## src/rtl/aes_word_packer.sv

```systemverilog
// Packs four 32-bit words into one 16-byte block. Each block goes to the 16-byte
// state register with a wr_en strobe, then waits for that register's reg_full acknowledge.
module aes_word_packer #(
    parameter int BYTE_SWAP = 0,
    parameter int CNT_W     = 16
) (
    input  logic                 clk,
    input  logic                 resetn,
    input  logic                 in_valid,
    output logic                 in_ready,
    input  logic [31:0]          in_data,
    input  logic                 in_clear,
    input  logic                 reg_full,
    output logic                 wr_en,
    output logic [15:0][7:0]     o,
    output logic                 busy,
    output logic [CNT_W-1:0]     blk_cnt
);

    localparam logic [1:0] ST_IDLE = 2'd0;
    localparam logic [1:0] ST_FILL = 2'd1;
    localparam logic [1:0] ST_SEND = 2'd2;
    localparam logic [1:0] ST_WAIT = 2'd3;

    logic [1:0]       state_reg, state_next;
    logic [1:0]       wcnt_reg, wcnt_next;
    logic             seen_reg, seen_next;
    logic [CNT_W-1:0] blk_cnt_reg, blk_cnt_next;
    logic [15:0][7:0] o_reg;
    logic [3:0][7:0]  word_bytes;
    logic             accept;

    // word_bytes[j] is the byte that lands at block offset 4*wcnt + j
    generate
        for (genvar gi = 0; gi < 4; gi++) begin : g_map
            if (BYTE_SWAP != 0) begin : g_lsb_first
                assign word_bytes[gi] = in_data[8*gi +: 8];
            end else begin : g_msb_first
                assign word_bytes[gi] = in_data[31-8*gi -: 8];
            end
        end
    endgenerate

    // in_clear outranks in_valid, so a word presented together with it is dropped
    assign accept = (state_reg == ST_FILL) && in_valid && !in_clear;

    always_comb begin
        state_next   = state_reg;
        wcnt_next    = wcnt_reg;
        seen_next    = seen_reg;
        blk_cnt_next = blk_cnt_reg;
        case (state_reg)
            ST_IDLE: state_next = ST_FILL;
            ST_FILL: begin
                if (in_clear) begin
                    wcnt_next = 2'd0;
                end else if (accept) begin
                    wcnt_next = wcnt_reg + 2'd1;
                    if (wcnt_reg == 2'd3) begin
                        state_next = ST_SEND;
                    end
                end
            end
            ST_SEND: begin
                if (!reg_full) begin
                    state_next = ST_WAIT;
                    seen_next  = 1'b0;
                end
            end
            ST_WAIT: begin
                if (reg_full) begin
                    seen_next = 1'b1;
                end else if (seen_reg) begin
                    state_next   = ST_FILL;
                    blk_cnt_next = blk_cnt_reg + 1'b1;
                end
            end
            default: state_next = ST_IDLE;
        endcase
    end

    always_ff @(posedge clk) begin
        if (!resetn) begin
            state_reg   <= ST_IDLE;
            wcnt_reg    <= 2'd0;
            seen_reg    <= 1'b0;
            blk_cnt_reg <= '0;
            o_reg       <= '0;
        end else begin
            state_reg   <= state_next;
            wcnt_reg    <= wcnt_next;
            seen_reg    <= seen_next;
            blk_cnt_reg <= blk_cnt_next;
            if (accept) begin
                for (int j = 0; j < 4; j++) begin
                    o_reg[{wcnt_reg, j[1:0]}] <= word_bytes[j];
                end
            end
        end
    end

    // Control outputs are pure state decodes: no path from in_valid or reg_full
    assign in_ready = (state_reg == ST_FILL);
    assign wr_en    = (state_reg == ST_SEND);
    assign busy     = (state_reg == ST_SEND) || (state_reg == ST_WAIT);
    assign blk_cnt  = blk_cnt_reg;
    assign o        = o_reg;

endmodule

```

## config.mk

```make
export PLATFORM = sky130hd
export DESIGN_NAME = aes_word_packer
export DESIGN_NICKNAME = d
export VERILOG_FILES = /design/src/rtl/aes_word_packer.sv
export SDC_FILE = /design/constraint.sdc
export NUM_CORES = 1
export LEC_CHECK = 0
export BUFFER_PORTS_ARGS = -buffer_cell sky130_fd_sc_hd__buf_4
export CORE_UTILIZATION = 25
export DETAILED_ROUTE_END_ITERATION = 6
export PLACE_DENSITY = 0.55
export SETUP_SLACK_MARGIN = 0.1
export SLEW_MARGIN = 10
export SYNTH_ARGS = -nofsm -noshare
export SYNTH_HDL_FRONTEND = slang
export SYNTH_SLANG_ARGS = --single-unit
```

## constraint.sdc

```tcl
create_clock -name clk -period 1.86 [get_ports clk]
set_clock_uncertainty 0.05 [all_clocks]
set_input_delay 0.372 -clock clk [delete_from_list [all_inputs] [get_ports clk]]
set_output_delay 0.372 -clock clk [all_outputs]
set_load 0.02 [all_outputs]
```

==> flow_metrics.tcl <==
set metrics [dict create \
    outcome "finished, final reports clean" \
    track_usage 0.159 \
    min_from "in_data[29]" \
    r2r_slack_ns 0.08 \
    yosys-top-cells-area "dfxtp_1 55%, nand2_1 18%, a21oi_1 12%" \
    clkLatencyLatePin_ns 0.42 \
    cts_tree "yes" \
    max_cap_viol_count 0 \
    rsz0062_at_grt "yes" \
    drc 0 \
    io_buffers 183 \
    syn-num-nets 729 \
    antenna_cells 0 \
    min_path_type "input pin to flip-flop" \
    crit_top_cell "buf_6" \
    gp_congestion 0.782 \
    timing.rr.end "o[69]" \
    vias 5348 \
    fp.dieW_microns 150 \
    critPathKind "flip-flop to primary output" \
    ant_nets 0 \
    die_h_microns 150 \
    grt_pass1_wl_mm 27.0 \
    min_to "o[37]" \
    setup_viol 0 \
    worst_pin_slew_ns 0.385 \
    synth_edf_count 0 \
    powerDensity_nw_per_um2 915 \
    rr_worst_depth 8 \
    grt_start_max_net_pins 52 \
    start_kind "flip-flop" \
    start_util 0.257 \
    clock-sinks 149 \
    die_area_sq_um 22400 \
    worst_setup_path_end_kind "primary output" \
    cp.required_ns 1.44 \
    ys_seq_elements 149 \
    synth_most_common_cell "nand2_1" \
    largest_reg_flops 128 \
    syn_area_sq_um 5460 \
    place_hpwl_mm 12.1 \
    yosysTopAreaCellShare 0.547 \
    synth.largest_area_cell "dfxtp_1" \
    period_share 0.984 \
    dr.pass1.iters 4 \
    ys_seq_area_frac 0.547 \
    antenna_found_initial 0 \
    crit_path_top_delay_cell "dfxtp_4" \
    path_cells "buf_6, inv_4, ha_4, or2_4, buf_6" \
    drt_iter0_markers 176 \
    final_hold_viol_count 0 \
    ios 184 \
    synth_ff_type "dfxtp_1" \
    fmax_mhz 546 \
    finalPower_mw 7.94 \
    relSlewSlack 0.741 \
    synthArstFlopShare 0 \
    cpPeakStageDelay_ns 0.36 \
    postSynthCellCount 683 \
    synth_common_cells "266 x nand2_1, 149 x dfxtp_1, 134 x a21oi_1" \
    path_clk_slew_ns 0.06 \
    ir_drop_v 0.000561 \
    htreeDepth 4 \
    grt_pass1_vias 4783 \
    area_growth_pct 59.0 \
    cp_num_buf_inv 3 \
    drt-total-wl_mm 21.2 \
    coreArea_sq_um 21200 \
    fin_crit_ns 1.83 \
    cp_max_fo 2 \
    root_buffer "clkbuf_16" \
    syn_avg_cell_area_sq_um 7.99 \
    p_leak_nw 3.41 \
    worstPathArrival_ns 1.41 \
    rr_startpoint "state_reg[1]" \
    maxSlewViolCount 0 \
    wire_per_inst_microns 18.1 \
    final_nets 937 \
    path_delay_family "flip-flops" \
    drive_above_1_share 0.381 \
    holdWs_ns 0.173 \
    cts_buffers 17 \
    synth_cell_types 32 \
    core.rowCount 53 \
    avgViaCountPerCell 4.54 \
    yosys_warnings 0 \
    clockBufferDepth 2 \
    hold_depth 3 \
    overflow 0 \
]
cell families (layout without fill, tap and decap cells):
kind of cell    Yosys count  count (layout)  synth area share
buf+inv                  53             271            0.0394
mux                       2               2           0.00367
flops                   149             149             0.547
fa+ha+maj                 9               9            0.0206
xor+xnor                 11              11            0.0177
simple gates            315             316             0.238
compound gates          144             144             0.134
metrics by stage:
| step | setup TNS [ns] | worst slack, ns | utilization | cells | area, sq um |
|---|---|---|---|---|---|
| finish | 0 | 0.0298 | 0.409 | 1177 | 8680 |
| global route | -0.0307 | -0.0239 | 0.409 | 1177 | 8680 |
| CTS | 0 | 0.00352 | 0.377 | 1158 | 8010 |
| detailed placement | 0 | 0.0999 | 0.347 | 1123 | 7360 |
| global placement | 0 | 0.0827 | 0.347 | 1123 | 7360 |
| floorplan | 0 | 0.101 | - | 683 | 5510 |
per-layer routing:
| metal | part of all wire | track usage | wire length, microns | up-vias |
|---|---|---|---|---|
| li1 | - | - | - | 2650 |
| met1 | 0.44 | 0.199 | 9330 | 2518 |
| met2 | 0.48 | 0.262 | 10200 | 166 |
| met3 | 0.072 | 0.0463 | 1530 | 14 |
| met4 | 0.011 | 0.0490 | 241 | 0 |
| met5 | 0 | 0 | 0 | - |
worst reg2reg max path: cells and delay by family, from the launching register on:
kind,cells,cell delay [ns]
compound gates,1,0.12
simple gates,3,0.60
fa+ha+maj,1,0.18
buf+inv,3,0.43
flops,1,0.36
timing repair:
action,in CTS,in global routing
gates resized for setup,12,84
endpoints found under the setup margin,2,136
pin swaps,2,12
hold buffers,0,0
cloned,0,17
buffers inserted,5,2
power by group:
part | leakage, nW | internal, mW | total (mW) | switching [mW]
clock network | 0.282 | 2.07 | 3.41 | 1.34
logic | 1.92 | 0.541 | 1.18 | 0.641
registers | 1.20 | 3.29 | 3.35 | 0.0651
total | 3.41 | 5.89 | 7.94 | 2.05
placed cells by master, fill, tap and decap left out, types with 3 or more instances in the layout:
master | Yosys | routed
nand2_1 | 266 | 262
buf_4 | 0 | 201
dfxtp_1 | 149 | 145
a21oi_1 | 134 | 78
a21oi_2 | 0 | 56
clkbuf_16 | 0 | 29
nor2_1 | 16 | 16
buf_12 | 0 | 11
buf_6 | 0 | 8
o21ai_0 | 6 | 6
xnor2_1 | 6 | 6
inv_1 | 7 | 5
nand4_1 | 5 | 5
xor2_1 | 5 | 5
ha_1 | 9 | 5
and2_4 | 0 | 4
ha_4 | 0 | 4
dfxtp_4 | 0 | 4
and3b_2 | 1 | 3
nand2_4 | 0 | 3
nand3_1 | 3 | 3
and4_1 | 3 | 3
clkbuf_8 | 0 | 3
clkinv_2 | 0 | 3
final cells by class:
cell class,count,area (sq um)
fill,2207,12500
sequential,149,3000
multi-input combinational,482,2580
timing repair buffer,234,2150
clock buffer,22,474
tap,275,344
clock inverter,8,100
inverter,7,31.3
how the worst max path moves through the flow:
stage / to / from / cells after the start / slack (ns)
floorplan: blk_cnt[14] / state_reg[0] / 5 / 0.10
global placement: blk_cnt[14] / reg_full / 5 / 0.08
detailed placement: blk_cnt[14] / reg_full / 5 / 0.1
CTS: busy / state_reg[0] / 5 / 0.004
global route: busy / state_reg[0] / 5 / -0.02
finish: busy / state_reg[0] / 5 / 0.03
No activity file was read; power rests on OpenSTA's default activity.
